<file path="src/rtl/cache_write_buffer.sv">
// Write buffer between the set-associative cache and block RAM: queues evicted
// blocks in a circular FIFO, drains them in the background, forwards load hits.
module cache_write_buffer #(
    parameter int DEPTH  = 4,
    parameter int ADDR_W = 16,
    parameter int DATA_W = 32
) (
    input  logic              clk,
    input  logic              rst_n,
    input  logic              store_req,
    input  logic [ADDR_W-1:0] store_addr,
    input  logic [DATA_W-1:0] store_data,
    output logic              store_ack,
    input  logic              load_req,
    input  logic [ADDR_W-1:0] load_addr,
    output logic [DATA_W-1:0] load_data,
    output logic              load_done,
    input  logic              flush_req,
    output logic              empty,
    output logic              full,
    output logic [ADDR_W-1:0] mem_addr,
    output logic [DATA_W-1:0] mem_wdata,
    output logic              mem_wren,
    output logic              mem_load_req,
    input  logic [DATA_W-1:0] mem_rdata,
    input  logic              mem_load_completed,
    input  logic              mem_store_completed
);

    localparam int PTR_W = (DEPTH > 1) ? $clog2(DEPTH) : 1;
    localparam int CNT_W = $clog2(DEPTH + 1);

    typedef enum logic [2:0] {
        ST_IDLE,
        ST_LOAD,
        ST_LOAD_RESP,
        ST_DRAIN,
        ST_DRAIN_WAIT
    } state_t;

    state_t              r_state;
    logic [ADDR_W-1:0]   r_addr [DEPTH];
    logic [DATA_W-1:0]   r_data [DEPTH];
    logic [DEPTH-1:0]    r_valid;
    logic [PTR_W-1:0]    r_head;
    logic [PTR_W-1:0]    r_tail;
    logic [CNT_W-1:0]    r_count;

    logic                r_store_ack;
    logic                r_load_done;
    logic [DATA_W-1:0]   r_load_data;
    logic [ADDR_W-1:0]   r_mem_addr;
    logic [DATA_W-1:0]   r_mem_wdata;
    logic                r_mem_wren;
    logic                r_mem_load_req;

    logic [PTR_W-1:0]    w_scan [DEPTH];
    logic                w_draining;
    logic                w_full;
    logic                w_has;
    logic                w_st_match;
    logic [PTR_W-1:0]    w_st_idx;
    logic                w_ld_match;
    logic [PTR_W-1:0]    w_ld_idx;
    logic                w_st_acc;
    logic                w_st_alloc;
    logic [PTR_W-1:0]    w_wr_idx;
    logic                w_pop;
    logic                w_prio_drain;
    logic                w_ld_acc;
    logic                w_ld_hit_st;
    logic                w_ld_hit;
    logic [DATA_W-1:0]   w_ld_hit_data;
    logic [DATA_W-1:0]   w_head_wdata;

    // Slots in age order, oldest (head) first, so the last match is the youngest.
    for (genvar g = 0; g < DEPTH; g++) begin : g_scan
        assign w_scan[g] = r_head + PTR_W'(g);
    end

    assign w_draining = (r_state == ST_DRAIN) || (r_state == ST_DRAIN_WAIT);
    assign w_full     = (r_count == CNT_W'(DEPTH));
    assign w_has      = (r_count != '0);

    always_comb begin
        w_st_match = 1'b0;
        w_st_idx   = '0;
        w_ld_match = 1'b0;
        w_ld_idx   = '0;
        for (int k = 0; k < DEPTH; k++) begin
            if (r_valid[w_scan[k]] && (r_addr[w_scan[k]] == store_addr) &&
                !(w_draining && (k == 0))) begin
                w_st_match = 1'b1;
                w_st_idx   = w_scan[k];
            end
            if (r_valid[w_scan[k]] && (r_addr[w_scan[k]] == load_addr)) begin
                w_ld_match = 1'b1;
                w_ld_idx   = w_scan[k];
            end
        end
    end

    assign w_st_acc     = store_req && !r_store_ack && (w_st_match || !w_full);
    assign w_st_alloc   = w_st_acc && !w_st_match;
    assign w_wr_idx     = w_st_match ? w_st_idx : r_tail;
    assign w_pop        = (r_state == ST_DRAIN) && mem_store_completed;
    assign w_prio_drain = w_has && (flush_req || w_full);
    assign w_ld_acc     = (r_state == ST_IDLE) && !w_prio_drain && load_req && !r_load_done;
    assign w_ld_hit_st  = w_st_acc && (store_addr == load_addr);
    assign w_ld_hit     = w_ld_match || w_ld_hit_st;
    assign w_ld_hit_data = w_ld_hit_st ? store_data : r_data[w_ld_idx];
    // A store coalescing into the head on the drain-entry edge must reach RAM.
    assign w_head_wdata = (w_st_acc && w_st_match && (w_st_idx == r_head)) ?
                          store_data : r_data[r_head];

    always_ff @(posedge clk) begin
        if (w_st_acc) begin
            r_addr[w_wr_idx] <= store_addr;
            r_data[w_wr_idx] <= store_data;
        end
    end

    always_ff @(posedge clk or negedge rst_n) begin
        if (!rst_n) begin
            r_state        <= ST_IDLE;
            r_valid        <= '0;
            r_head         <= '0;
            r_tail         <= '0;
            r_count        <= '0;
            r_store_ack    <= 1'b0;
            r_load_done    <= 1'b0;
            r_load_data    <= '0;
            r_mem_addr     <= '0;
            r_mem_wdata    <= '0;
            r_mem_wren     <= 1'b0;
            r_mem_load_req <= 1'b0;
        end else begin
            r_store_ack <= w_st_acc;
            r_load_done <= 1'b0;

            if (w_pop) begin
                r_valid[r_head] <= 1'b0;
                r_head          <= r_head + PTR_W'(1);
            end
            if (w_st_alloc) begin
                r_valid[r_tail] <= 1'b1;
                r_tail          <= r_tail + PTR_W'(1);
            end
            if (w_st_alloc && !w_pop) begin
                r_count <= r_count + CNT_W'(1);
            end else if (!w_st_alloc && w_pop) begin
                r_count <= r_count - CNT_W'(1);
            end

            case (r_state)
                ST_IDLE: begin
                    if (w_ld_acc) begin
                        if (w_ld_hit) begin
                            r_load_data <= w_ld_hit_data;
                            r_load_done <= 1'b1;
                        end else begin
                            r_state        <= ST_LOAD;
                            r_mem_load_req <= 1'b1;
                            r_mem_addr     <= load_addr;
                        end
                    end else if (w_has) begin
                        r_state     <= ST_DRAIN;
                        r_mem_wren  <= 1'b1;
                        r_mem_addr  <= r_addr[r_head];
                        r_mem_wdata <= w_head_wdata;
                    end
                end
                ST_LOAD: begin
                    if (mem_load_completed) begin
                        r_load_data    <= mem_rdata;
                        r_load_done    <= 1'b1;
                        r_mem_load_req <= 1'b0;
                        r_state        <= ST_LOAD_RESP;
                    end
                end
                ST_LOAD_RESP: begin
                    r_state <= ST_IDLE;
                end
                ST_DRAIN: begin
                    if (mem_store_completed) begin
                        r_mem_wren <= 1'b0;
                        r_state    <= ST_DRAIN_WAIT;
                    end
                end
                ST_DRAIN_WAIT: begin
                    if (!mem_store_completed) begin
                        r_state <= ST_IDLE;
                    end
                end
                default: begin
                    r_state <= ST_IDLE;
                end
            endcase
        end
    end

    assign store_ack    = r_store_ack;
    assign load_done    = r_load_done;
    assign load_data    = r_load_data;
    assign mem_addr     = r_mem_addr;
    assign mem_wdata    = r_mem_wdata;
    assign mem_wren     = r_mem_wren;
    assign mem_load_req = r_mem_load_req;
    assign empty        = !w_has;
    assign full         = w_full;

endmodule

</file>
<file path="config.mk">
export PLATFORM = sky130hd
export DESIGN_NAME = cache_write_buffer
export DESIGN_NICKNAME = d
export VERILOG_FILES = /design/src/rtl/cache_write_buffer.sv
export SDC_FILE = /design/constraint.sdc
export NUM_CORES = 1
export LEC_CHECK = 0
export BUFFER_PORTS_ARGS = -buffer_cell sky130_fd_sc_hd__buf_2
export CAP_MARGIN = 30
export CORE_MARGIN = 2
export CORE_UTILIZATION = 50
export CTS_CLUSTER_DIAMETER = 150
export DETAILED_ROUTE_END_ITERATION = 6
export PLACE_DENSITY = 0.7
export SYNTH_ARGS = -nofsm -noshare
export SYNTH_HDL_FRONTEND = slang
export SYNTH_SLANG_ARGS = --single-unit
</file>
<file path="constraint.sdc">
create_clock -name clk -period 18.1 [get_ports clk]
set_input_delay 4.525 -clock clk [delete_from_list [all_inputs] [get_ports clk]]
set_output_delay 4.525 -clock clk [all_outputs]
set_load 0.005 [all_outputs]
</file>
# Word level (Yosys, flattened, before mapping)
# Memories as Yosys holds them, arrays and structs flattened.
# Cells that the tools add are included.
dict set report totals {
  register_bits 98
  ramBits 192
  out_inout_bits 86
  wordCells 168
  mem_count 2
}
# name depth word_bits read_ports rd_clocked_by_memory_dff wr line
set memory_table {}
lappend memory_table {r_data 4 32 2 0 1 43} ;# logic [DATA_W-1:0] r_data [DEPTH];
lappend memory_table {r_addr 4 16 4 0 1 42} ;# logic [ADDR_W-1:0] r_addr [DEPTH];
dict set report op_classes {
  addsub 6
  magnitude_cmp 7
  n_eq_ne 25
  muxes 63
  bitwise 4
  n_reduce_logical 49
}
# operator count
set op_table {}
lappend op_table {{2-to-1 mux 32 bit} 5}
lappend op_table {{== test 16 bit} 9}
lappend op_table {{one-hot mux 32 bit (2 select lines)} 1}
lappend op_table {{2-to-1 mux 16 bit} 3}
lappend op_table {{2-to-1 mux 1 bit} 25}
lappend op_table {{logical AND 1 bit} 24}
lappend op_table {{2-to-1 mux 3 bit} 8}
lappend op_table {{2-to-1 mux 2 bit} 9}
lappend op_table {{!= test 2 bit (second input constant)} 9}
lappend op_table {{less-than comparator 2 x 3 -> 1 bit (second input constant)} 5}
lappend op_table {{one-hot mux 3 bit (4 select lines)} 1}
lappend op_table {{AND reduction 4 bit} 3}
lappend op_table {{logical NOT 1 bit} 9}
lappend op_table {{binary-select mux 1 bit (select 2 bit)} 4}
lappend op_table {{2-to-1 mux 4 bit} 2}
lappend op_table {{nonzero test 2 bit} 4}
lappend op_table {{== test 3 bit (second input constant)} 2}
lappend op_table {{!= test 3 bit (second input constant)} 2}
lappend op_table {{one-hot mux 1 bit (2 select lines)} 3}
lappend op_table {{AND reduction 3 bit} 2}
lappend op_table {{AND reduction 5 bit} 1}
lappend op_table {{adder 2 x 1 -> 2 bit (second input constant)} 2}
lappend op_table {{adder 2 bit (second input constant)} 2}
lappend op_table {{bitwise AND 4 bit} 1}
lappend op_table {{other kinds (13)} 18}

# Longest topological paths before layout
# Gate-level depths: netlist of run 1.
dict set report logic_depth {
  word_depth 15
  depth_mapped 23
}

# Worst setup path after synthesis of run 1
# Ideal clock, no wire load.
dict set report synth_path {
  kind {input port to flip-flop}
  start {input port store_addr[1]}
  end {memory r_addr[0][0], enable pin}
  arrival_time_ns 8.225
  required_time_ns 17.640
  setup_slack_ns 9.416
  cell_stages 10
  n_path_buf 1
  cell_sequence {clkbuf_1 > xnor2_1 > nand4_1 > nor3_1 > nand4_1 > mux2i_1 > a21oi_1 > a21oi_1 > o21ai_0 > nor2b_1}
}
dict set report synth_between {
  elab_chain_cells 11
  elab_cells_between_ends 22
}
# element line
set synth_lines {}
lappend synth_lines {{start, declared} 11} ;# input logic [ADDR_W-1:0] store_addr,
lappend synth_lines {{== test 16 bit} 91} ;# if (r_valid[w_scan[k]] && (r_addr[w_scan[k]] == store_addr) &&
lappend synth_lines {{logical AND 1 bit (2 in series)} 91}
lappend synth_lines {{2-to-1 mux 1 bit (4 in series)} 91}
lappend synth_lines {{logical OR 1 bit} 103} ;# assign w_st_acc = store_req && !r_store_ack && (w_st_match || !w_full);
lappend synth_lines {{logical AND 1 bit} 103}
lappend synth_lines {{2-to-1 mux 1 bit} 117} ;# if (w_st_acc) begin
lappend synth_lines {{2-to-1 mux 1 bit (implied by the code)} 118} ;# r_addr[w_wr_idx] <= store_addr;
lappend synth_lines {{end, declared} 42}
# Parallel ways exist; a longest one is shown, timed or not.

# Worst setup path in the final report of run 1
dict set report layout_path {
  start {input port store_addr[7]}
  end {register r_mem_addr[6], in the netlist mem_addr[6]}
}
dict set report layout_between {
  elab_chain_cells 13
  elab_cells_between_ends 20
}
# element line
set layout_lines {}
lappend layout_lines {{== test 16 bit} 91}
lappend layout_lines {{logical AND 1 bit (2 in series)} 91}
lappend layout_lines {{2-to-1 mux 1 bit (4 in series)} 91}
lappend layout_lines {{logical OR 1 bit} 103}
lappend layout_lines {{logical AND 1 bit} 103}
lappend layout_lines {{logical AND 1 bit (*)} 109} ;# assign w_ld_hit_st = w_st_acc && (store_addr == load_addr);
lappend layout_lines {{logical OR 1 bit (*)} 110} ;# assign w_ld_hit = w_ld_match || w_ld_hit_st;
lappend layout_lines {{!= test 2 bit (no line) (*)} n/a}
lappend layout_lines {{AND reduction 3 bit (no line) (*)} n/a}
lappend layout_lines {{end signal, assigned} 164} ;# r_mem_addr <= load_addr;
lappend layout_lines {{end signal, assigned} 169} ;# r_mem_addr <= r_addr[r_head];
lappend layout_lines {{end, declared} 52} ;# logic [ADDR_W-1:0] r_mem_addr;
# Mark *: on every way between the ends. The rest lies on a longest branch, timed or not.
# A chain may end at the register's enable or synchronous reset.

==> impl_metrics.toml, run 1 <==
[run_status]
outcome = "completed"

[clock_network]
cts_max_level = 1
clkLatencyLatePin_ns = 0.59
cts-hold-fix-buffers = 0
cts_setup_buffers = 0
cts_max_path_buffers = 3
ctsResizeCount = 0
clk_pin_slew_worst_paths_ns = 0.06
cts_tree = "yes"
cts_root_buf = "clkbuf_16"
cts-buffers-inserted = 30
numClockSinks = 290

[synth]
ys_seq_elements = 290
mappedNetlistArea_um2 = 17300
yosysSeqAreaShare_pct = 47.4
synth-edff-count = 192
synth_cell_type_count = 65
synthArstFlopShare_pct = 33.8
yosys-top-cells-area = "edfxtp_1 33%, dfrtp_1 14%, mux4_2 12%, mux2i_1 8.4%, xnor2_1 5.2%"
ys_warn_count = 0
synth_top_cell_by_area = "edfxtp_1"
synth_ff_type = "edfxtp_1"
synth_top_area_share_pct = 33.3
yosysMostFrequentCell = "edfxtp_1"
synth_nets = 1464
synth_common_cells = "192 x edfxtp_1, 145 x mux2i_1, 102 x xnor2_1, 98 x dfrtp_1, 93 x mux4_2"
postSynthAreaPerCell_um2 = 12.8
syn_inst = 1351

[min_path]
min_path_cells = 1
whs_endpoint = "mem_wren$_DFFE_PN0P_"
hold_start = "mem_wren$_DFFE_PN0P_"
worstHoldPathType = "flip-flop to flip-flop"

[critical_path]
path_max_fanout = 64
r2r_slack_ns = 11.01
crit_type = "input pin to flip-flop"
rr_worst_depth = 14
cp-start-kind = "input pin"
worstPathRequired_ns = 18.57
endpoint_kind = "flip-flop"
cp.arrival_ns = 8.63
r2r_end = "mem_addr[6]$_DFFE_PN0P_"
r2r_start = "r_head[1]$_DFFE_PN0P_"

[detailed_routing]
antenna_left = 0
routed_wl_um = 47900
drc = 0
first_pass_iters = 5
viasPerCell = 6.24
post_drt_wl_per_cell_um = 24.5
drt_iter0_drc = 1296
routed-via-count = 12200

[finish]
fin_util_pct = 56.5
syn_to_final_growth_pct = 12.1
fin_nets = 1589
fin_area_um2 = 19400
drive_gt1_share_pct = 26.0

[timing]
tightest_slew_ns = 1.01
hold_viol = 0
period_share_pct = 45.1
clock.fmax_ghz = 0.123
fin_crit_ns = 8.16
slew_viol_final = 0
relSlewSlack_pct = 32.9
finClkSkew_ns = 0.0197
setup_violations = 0
tns_ns = 0
holdWs_ns = 0.486
rsz0062_at_grt = "false"

[die]
ioPinCount = 189
core_um2 = 34400
fp.dieH_um = 190
start_util_pct = 50.4
die_x_um = 190
dieArea_um2 = 36200
fp-row-count = 68

[grt]
track_usage_pct = 26.3
grt_max_degree = 66
grt_pass1_wl_um = 72600
grt_pass1_vias = 11900
antenna_found_initial = 7
grt_overflow = 0

[placed_design]
place_area_um2 = 18500
dp_hpwl_um = 31900
port_buffers = 188
gp_congestion = 0.990

[pwr]
power_leakage_nw = 6.88
p_per_area_nw_per_um2 = 176
ir_drop_uv = 136

[job]
cap_violations = 0
[layout make-up]
| type | instances | area [um^2] |
|---|---|---|
| Antenna cell | 4 | 10.0 |
| Clock buffer | 50 | 866 |
| Clock inverter | 6 | 53.8 |
| Fill cell | 2898 | 14900 |
| Inverter | 23 | 88.8 |
| Multi-Input combinational cell | 924 | 8500 |
| Sequential cell | 290 | 8230 |
| Tap cell | 455 | 569 |
| Timing Repair Buffer | 207 | 1120 |
[power by group]
group / leakage [nW] / total (mW) / switching, mW / internal, mW
Clock: 0.446 / 0.585 / 0.260 / 0.325
Sequential: 2.80 / 1.10 / 0.173 / 0.932
Combinational: 3.64 / 1.73 / 0.937 / 0.794
[per-layer routing]
metal	global-route usage [%]	up-vias	wire [um]
met2	41.2	556	22300
met4	6.47	6	1020
met5	0	-	40
met3	3.96	75	3830
li1	-	5393	-
met1	38.9	6197	20700
[cells in the final DEF, fill, tap and decap left out, types with 18 or more instances in the layout]
cell type,n
xor2_1,42
mux2i_1,145
clkbuf_16,30
a21oi_1,45
nand2b_1,38
nand4_1,25
dfrtp_1,96
nand2_1,56
nor3_1,23
mux2_1,40
buf_4,18
buf_2,187
mux2_2,29
mux4_2,93
o31a_1,32
edfxtp_1,192
nor2_1,51
xnor2_1,102
nand3_1,41
a31oi_1,33
inv_1,22
[how the worst max path moves through the flow]
stage	start	end	cells past startpoint
floorplan	store_addr[1]	r_addr[0][0]$_DFFE_PP_	10
global placement	store_addr[4]	mem_addr[7]$_DFFE_PN0P_	10
detailed placement	store_addr[4]	mem_addr[8]$_DFFE_PN0P_	10
CTS	store_addr[4]	mem_addr[8]$_DFFE_PN0P_	10
global route	store_addr[4]	mem_addr[3]$_DFFE_PN0P_	10
finish	store_addr[7]	mem_addr[6]$_DFFE_PN0P_	10
[flip-flops by register name, indices dropped and copies added (netlist names)]
name and flops:
load_data 32, r_head 2, r_addr 64, store_ack 1, r_state 3, load_done 1
mem_load_req 1, r_count 3, mem_wren 1, mem_addr 16, r_valid 4, mem_wdata 32
r_tail 2, r_data 128
[critical path, stage by stage]
cell,delay [ns]
buf_2,0.18
xor2_1,0.18
nor4_1,0.44
nand4_1,0.35
nand4_1,0.27
o211a_2,0.19
buf_4,0.54
o21a_2,0.85
or3_1,0.66
mux2_2,0.40
[through the flow]
| step | total power [mW] | worst slack (ns) | instances |
|---|---|---|---|
| final | 3.42 | 9.94 | 1959 |
| after global routing | 3.60 | 9.71 | 1957 |
| after CTS | 3.42 | 9.95 | 1955 |
| after detailed placement | 2.82 | 9.34 | 1899 |
| after global placement | 2.80 | 9.41 | 1897 |
| after floorplan | 2.35 | 9.42 | 1351 |
[cell families after synthesis]
family / after synthesis / synth area share [%]
AO/OA/AOI/OAI: 177 / 7.05
XOR/XNOR: 144 / 7.27
adder cells (fa/ha/maj): 10 / 0.765
buffers and inverters: 137 / 3.99
flip-flops: 290 / 47.4
multiplexers: 307 / 24.9
AND/OR/NAND/NOR: 286 / 8.59
Power figures use the tool's default switching activity.
==> run 2, diff against run 1 <==
--- a/config.mk
+++ b/config.mk
@@ -5,13 +5,14 @@
 export SDC_FILE = /design/constraint.sdc
 export NUM_CORES = 1
 export LEC_CHECK = 0
+export ABC_AREA = 1
 export BUFFER_PORTS_ARGS = -buffer_cell sky130_fd_sc_hd__buf_2
 export CAP_MARGIN = 30
 export CORE_MARGIN = 2
 export CORE_UTILIZATION = 50
 export CTS_CLUSTER_DIAMETER = 150
 export DETAILED_ROUTE_END_ITERATION = 6
-export PLACE_DENSITY = 0.7
+export PLACE_DENSITY = 0.72
 export SYNTH_ARGS = -nofsm -noshare
 export SYNTH_HDL_FRONTEND = slang
 export SYNTH_SLANG_ARGS = --single-unit
==> constraint.sdc (replaced) <==
create_clock -name clk -period 6.7 [get_ports clk]
set_input_delay 1.675 -clock clk [delete_from_list [all_inputs] [get_ports clk]]
set_output_delay 1.675 -clock clk [all_outputs]
set_load 0.005 [all_outputs]
==> run 2 against run 1 <==
Compared with the run above:
- cell count increased by 69%
- power rose to 3.1 times the previous value
- setup slack got worse by 8.5 ns
- die area up 8.9%
- clock skew increased by 0.032 ns
- critical endpoint is now r_count[2]$_DFFE_PN0P_
- first-iteration DRC count is 71% higher
- cell area grew 9.3%
- non-clock buffer count up 6
==> impl_metrics.toml, run 2 <==
[clock_network]
cts-hold-fix-buffers = 0
cts_root_buf = "clkbuf_16"
ctsResizeCount = 0
clkLatencyLatePin_ns = 0.58
cts_tree = "yes"
cts-buffers-inserted = 34
clk_pin_slew_worst_paths_ns = 0.06
cts_max_level = 2
numClockSinks = 290
cts_setup_buffers = 0
cts_max_path_buffers = 3

[die]
ioPinCount = 189
fp.dieH_um = 199
start_util_pct = 50.5
dieArea_um2 = 39400
fp-row-count = 71
core_um2 = 37500
die_x_um = 199

[timing]
hold_viol = 0
fin_crit_ns = 5.26
finClkSkew_ns = 0.0512
clock.fmax_ghz = 0.190
tns_ns = 0
setup_violations = 0
slew_viol_final = 0
tightest_slew_ns = 0.943
rsz0062_at_grt = "false"
relSlewSlack_pct = 37.0
period_share_pct = 78.5

[critical_path]
cp_cell_sequence = "inv_4 > ha_1 > inv_2 > nand3_1 > nand3_1 > nand2_1 > nor2_1 > nand2_1 > nor2_1 > nand2_1 > nand2_1 > nor2_1 > nand2_1 > nand2_1 > nor2_2 > nand2_1 > inv_2 > ha_1 > inv_1 > fa_1 > nor2_1 > nor2_1 > nand2_1 > xor2_1"
crit_path_end = "r_count[2]$_DFFE_PN0P_"
endpoint_kind = "flip-flop"
slowest_stage = "dfrtp_4"
r2r_end = "r_count[2]$_DFFE_PN0P_"
rr_worst_depth = 24
r2r_slack_ns = 1.44
cp-start-kind = "flip-flop"
cp-startpoint = "r_head[0]$_DFFE_PN0P_"
crit_type = "flip-flop to flip-flop"
crit_path_frequent_cell = "nand2_1"
path_max_fanout = 70
cp.arrival_ns = 5.70
worstPathRequired_ns = 7.15
r2r_start = "r_head[0]$_DFFE_PN0P_"
cpPeakStageDelay_ns = 0.94

[grt]
grt_util_met3_pct = 8.22
busiest_layer = "met2"
met1_usage_pct = 51.8
antenna_found_initial = 2
grt_max_degree = 72
use_met2_pct = 60.9
grt_pass1_wl_um = 113000
grt_overflow = 0
track_usage_pct = 38.8
grt_pass1_vias = 18700

[placed_design]
port_buffers = 188
dp_hpwl_um = 54000
gp_congestion = 1.08
place_area_um2 = 20100

[finish]
num_antenna_cells = 0
drive_gt1_share_pct = 11.4
syn_to_final_growth_pct = 12.3
most-common-layout-cells = "988 x nand2_1, 362 x nand3_1, 242 x inv_1, 192 x edfxtp_1, 188 x nor2_1"
fin_area_um2 = 21200
largest_reg_flops = 128
largest_register = "r_data"
mostFrequentLayoutCell = "nand2_1"
fin_nets = 2896
fill_cells = 3508
largestRegisters = "r_data (128), r_addr (64)"

[detailed_routing]
post_drt_wl_per_cell_um = 23.0
routed_wl_um = 76400
antenna_left = 0
routed-via-count = 19700
first_pass_iters = 7
drc = 0
drt_iter0_drc = 2210
viasPerCell = 5.93

[synth]
synth_cell_type_count = 48
postSynthAreaPerCell_um2 = 7.07
synthArstFlopShare_pct = 33.8
yosys-top-cells-area = "edfxtp_1 30%, nand2_1 20%, dfrtp_1 13%, nand3_1 9.6%, inv_1 4.8%"
yosysMostFrequentCell = "nand2_1"
mappedNetlistArea_um2 = 18900
yosysSeqAreaShare_pct = 43.4
ys_warn_count = 0
syn_inst = 2675
ys_seq_elements = 290
synth_nets = 2788
synth_top_cell_by_area = "edfxtp_1"
synth-edff-count = 192
synth_ff_type = "edfxtp_1"
synth_top_area_share_pct = 30.5
synth_common_cells = "988 x nand2_1, 363 x nand3_1, 243 x inv_1, 192 x edfxtp_1, 191 x nor2_1"

[pwr]
clock_power_share_pct = 18.0
ir_drop_uv = 308
power_switching_mw = 5.42
power.share.combinational_pct = 56.4
p_per_area_nw_per_um2 = 500
p_sw_share_pct = 51.1
internal_power_mw = 5.20
power_leakage_nw = 10.6
seq_power_share_pct = 25.5

[min_path]
worstHoldPathType = "flip-flop to flip-flop"

[run_status]
outcome = "completed"

[job]
cap_violations = 0
## run 2: cell types whose count changed after synthesis, sizes merged, moves of 41 or more
cell	change
buf	+41
o21ai	+150
mux4	-93
mux2i	-145
nor2	+141
mux2	-68
nand2	+944
nand3	+334
xnor2	-97
inv	+232
## run 2: cell type report
cell class	instances	area (um^2)	area share [%]
flip-flops and latches	290	8220	38.7
clock inverters	13	180	0.848
inverters	256	968	4.56
multi-input cells	1988	9060	42.6
repair buffers	213	1230	5.80
clock buffers	48	943	4.44
well taps	511	639	3.01
## run 2: metrics by stage
stage	hold slack [ns]	total power [mW]	setup WS, ns	util, %	std cells
floorplan	0.472	6.53	0.700	-	2675
global placement	0.458	8.53	1.51	53.7	3258
detailed placement	0.459	8.55	1.49	53.7	3258
CTS	0.477	10.5	1.43	56.7	3319
global route	0.498	11.3	1.08	56.7	3319
finish	0.475	10.6	1.44	56.7	3319
## run 2: worst min path at each step
stage                                         start  cells past startpoint                         to
after floorplan            load_data[0]$_DFFE_PN0P_                      2   load_data[0]$_DFFE_PN0P_
after global placement    load_data[11]$_DFFE_PN0P_                      2  load_data[11]$_DFFE_PN0P_
after detailed placement   mem_wdata[4]$_DFFE_PN0P_                      2   mem_wdata[4]$_DFFE_PN0P_
after CTS                 mem_wdata[30]$_DFFE_PN0P_                      2  mem_wdata[30]$_DFFE_PN0P_
after global routing      mem_wdata[12]$_DFFE_PN0P_                      2  mem_wdata[12]$_DFFE_PN0P_
final                      mem_wdata[6]$_DFFE_PN0P_                      2   mem_wdata[6]$_DFFE_PN0P_
## run 2: power by group through the flow
stage | logic, mW | registers (mW) | clock network [mW]
CTS | 5.87 | 2.70 | 1.93
finish | 5.99 | 2.71 | 1.92
detailed placement | 5.83 | 2.72 | 0
global route | 6.57 | 2.76 | 2.00
floorplan | 3.86 | 2.66 | 0
global placement | 5.82 | 2.71 | 0
## run 2: cell families (layout without fill, tap and decap cells)
logic type / after synthesis / in the layout / share of synthesized area [%]
adder cells (fa/ha/maj): 10 / 10 / 0.701
flip-flops: 290 / 290 / 43.4
AND/OR/NAND/NOR: 1695 / 1695 / 38.6
XOR/XNOR: 24 / 24 / 1.15
multiplexers: 1 / 1 / 0.0595
buffers and inverters: 397 / 530 / 8.92
AO/OA/AOI/OAI: 258 / 258 / 7.16
## run 2: critical path: cells and delay by family, from the launching register on
kind                     cells  cell delay [ns]
AND/OR/NAND/NOR             16             2.21
flip-flops                   1             0.94
XOR/XNOR                     1             0.16
adder cells (fa/ha/maj)      3             0.91
buffers and inverters        4             0.91
## run 2: layer usage
layer  wire length, um  share of wire (%)
met4              3370                4.4
met1             30900                 40
met3              7960                 10
met2             34200                 45
met5                20              0.026
==> run 3, diff against run 2 <==
==> constraint.sdc (replaced) <==
create_clock -name clk -period 4.43 [get_ports clk]
set_input_delay 1.1075 -clock clk [delete_from_list [all_inputs] [get_ports clk]]
set_output_delay 1.1075 -clock clk [all_outputs]
set_load 0.005 [all_outputs]
==> run 3 against run 2 <==
Compared with the run above:
- via count is 0.72% lower
- cell count is 1.0% higher
- sequential power up 48%
- power rose by 54%
==> impl_metrics.toml, run 3 (same netlist as run 2, synthesis figures left out) <==
[clock_network]
clkLatencyLatePin_ns = 0.57
cts_tree = "yes"
ctsResizeCount = 0
clk_pin_slew_worst_paths_ns = 0.06
cts-hold-fix-buffers = 0
cts_max_level = 2
cts_setup_buffers = 0
cts-buffers-inserted = 34
cts_root_buf = "clkbuf_16"
cts_max_path_buffers = 3
numClockSinks = 290

[finish]
mostFrequentLayoutCell = "nand2_1"
syn_to_final_growth_pct = 13.7
fin_nets = 2927
largest_reg_flops = 128
largest_register = "r_data"
fill_cells = 3500
most-common-layout-cells = "988 x nand2_1, 362 x nand3_1, 242 x inv_1, 192 x edfxtp_1, 188 x nor2_1"
fin_cells = 3353
drive_gt1_share_pct = 12.5
largestRegisters = "r_data (128), r_addr (64)"

[min_path]
hold_start = "load_data[20]$_DFFE_PN0P_"
min_path_cells = 2
worstHoldPathType = "flip-flop to flip-flop"
whs_endpoint = "load_data[20]$_DFFE_PN0P_"

[detailed_routing]
first_pass_iters = 6
drt_iter0_drc = 2070
viasPerCell = 5.82
drc = 0
routed_wl_um = 73600
post_drt_wl_per_cell_um = 22.0
antenna_left = 0
routed-via-count = 19500

[critical_path]
cp_cell_sequence = "inv_4 > buf_4 > nand3_1 > nand3_1 > nand2_1 > nor2_1 > nand3b_1 > nor2_1 > nand3_1 > nand2_1 > inv_2 > nand2_2 > inv_1 > nand2_1 > inv_2 > ha_1 > inv_1 > fa_1 > mux2_2"
r2r_end = "r_count[1]$_DFFE_PN0P_"
crit_type = "flip-flop to flip-flop"
r2r_slack_ns = 0.21
slowest_stage = "buf_4"
endpoint_kind = "flip-flop"
worstPathRequired_ns = 4.87
r2r_start = "r_head[1]$_DFFE_PN0P_"
rr_worst_depth = 19
path_max_fanout = 47
cp.arrival_ns = 4.65
cp-start-kind = "flip-flop"
cpPeakStageDelay_ns = 0.53

[placed_design]
dp_hpwl_um = 54600
place_inst = 3289
port_buffers = 188
gp_congestion = 1.05

[die]
dieArea_um2 = 39400
ioPinCount = 189
fp.dieH_um = 199
fp-row-count = 71
start_util_pct = 50.5
die_x_um = 199
core_um2 = 37500

[job]
cap_violations = 0

[pwr]
power_leakage_nw = 10.8
ir_drop_uv = 527
total_power_mw = 16.4
p_per_area_nw_per_um2 = 761

[run_status]
outcome = "completed"

[grt]
grt_pass1_vias = 18600
grt_max_degree = 121
grt_overflow = 0
grt_pass1_wl_um = 110000
antenna_found_initial = 4
track_usage_pct = 37.5

[timing]
finClkSkew_ns = 0.0439
hold_viol = 0
holdWs_ns = 0.475
tns_ns = 0
rsz0062_at_grt = "false"
relSlewSlack_pct = 46.9
tightest_slew_ns = 0.797
slew_viol_final = 0
setup_violations = 0
fin_crit_ns = 4.22
clock.fmax_ghz = 0.237
period_share_pct = 95.2
[run 3: layout make-up]
class	count	area, um^2	share of cell area [%]
Antenna cell	2	5.00	0.0233
Tap cell	511	639	2.97
Clock inverter	16	130	0.605
Clock buffer	46	957	4.45
Sequential cell	290	8220	38.2
Inverter	256	968	4.50
Multi-Input combinational cell	1988	9060	42.1
Timing Repair Buffer	244	1530	7.10
[run 3: per-layer routing]
metal / vias to the layer above / GRT usage, % / share of wire (%)
met1: 9278 / 50.9 / 42
met5: - / 0 / 0.035
met4: 4 / 12.6 / 3.1
li1: 9010 / - / -
met3: 156 / 6.26 / 8.9
met2: 1079 / 61.0 / 46
[run 3: power breakdown]
part | leakage [nW] | internal (mW) | switching [mW]
Combinational | 7.30 | 2.70 | 6.87
Sequential | 2.95 | 3.65 | 0.349
Clock | 0.536 | 1.59 | 1.21
[run 3: critical path: cells and delay by family, from the launching register on]
family	cells	cell delay (ns)
AND/OR/NAND/NOR	10	1.86
adder cells (fa/ha/maj)	2	0.60
multiplexers	1	0.27
buffers and inverters	6	0.90
flip-flops	1	0.42
[run 3: worst max path at each step]
stage / startpoint / endpoint / slack (ns) / cells after the start
floorplan: r_head[1]$_DFFE_PN0P_ / r_addr[0][0]$_DFFE_PP_ / 0.12 / 23
global placement: store_addr[13] / r_count[1]$_DFFE_PN0P_ / 0.17 / 18
detailed placement: store_addr[13] / r_count[1]$_DFFE_PN0P_ / 0.18 / 18
CTS: r_head[1]$_DFFE_PN0P_ / r_count[1]$_DFFE_PN0P_ / 0.28 / 19
global route: r_head[1]$_DFFE_PN0P_ / r_count[1]$_DFFE_PN0P_ / 0.04 / 19
finish: r_head[1]$_DFFE_PN0P_ / r_count[1]$_DFFE_PN0P_ / 0.21 / 19
[run 3: through the flow]
step | instance area (um^2) | utilization [%] | setup WS (ns)
2_1_floorplan | 19000 | - | 0.124
3_3_place_gp | 20400 | 54.5 | 0.167
3_5_place_dp | 20400 | 54.5 | 0.181
4_1_cts | 21500 | 57.4 | 0.282
5_1_grt | 21500 | 57.4 | 0.0385
6_report | 21500 | 57.4 | 0.211
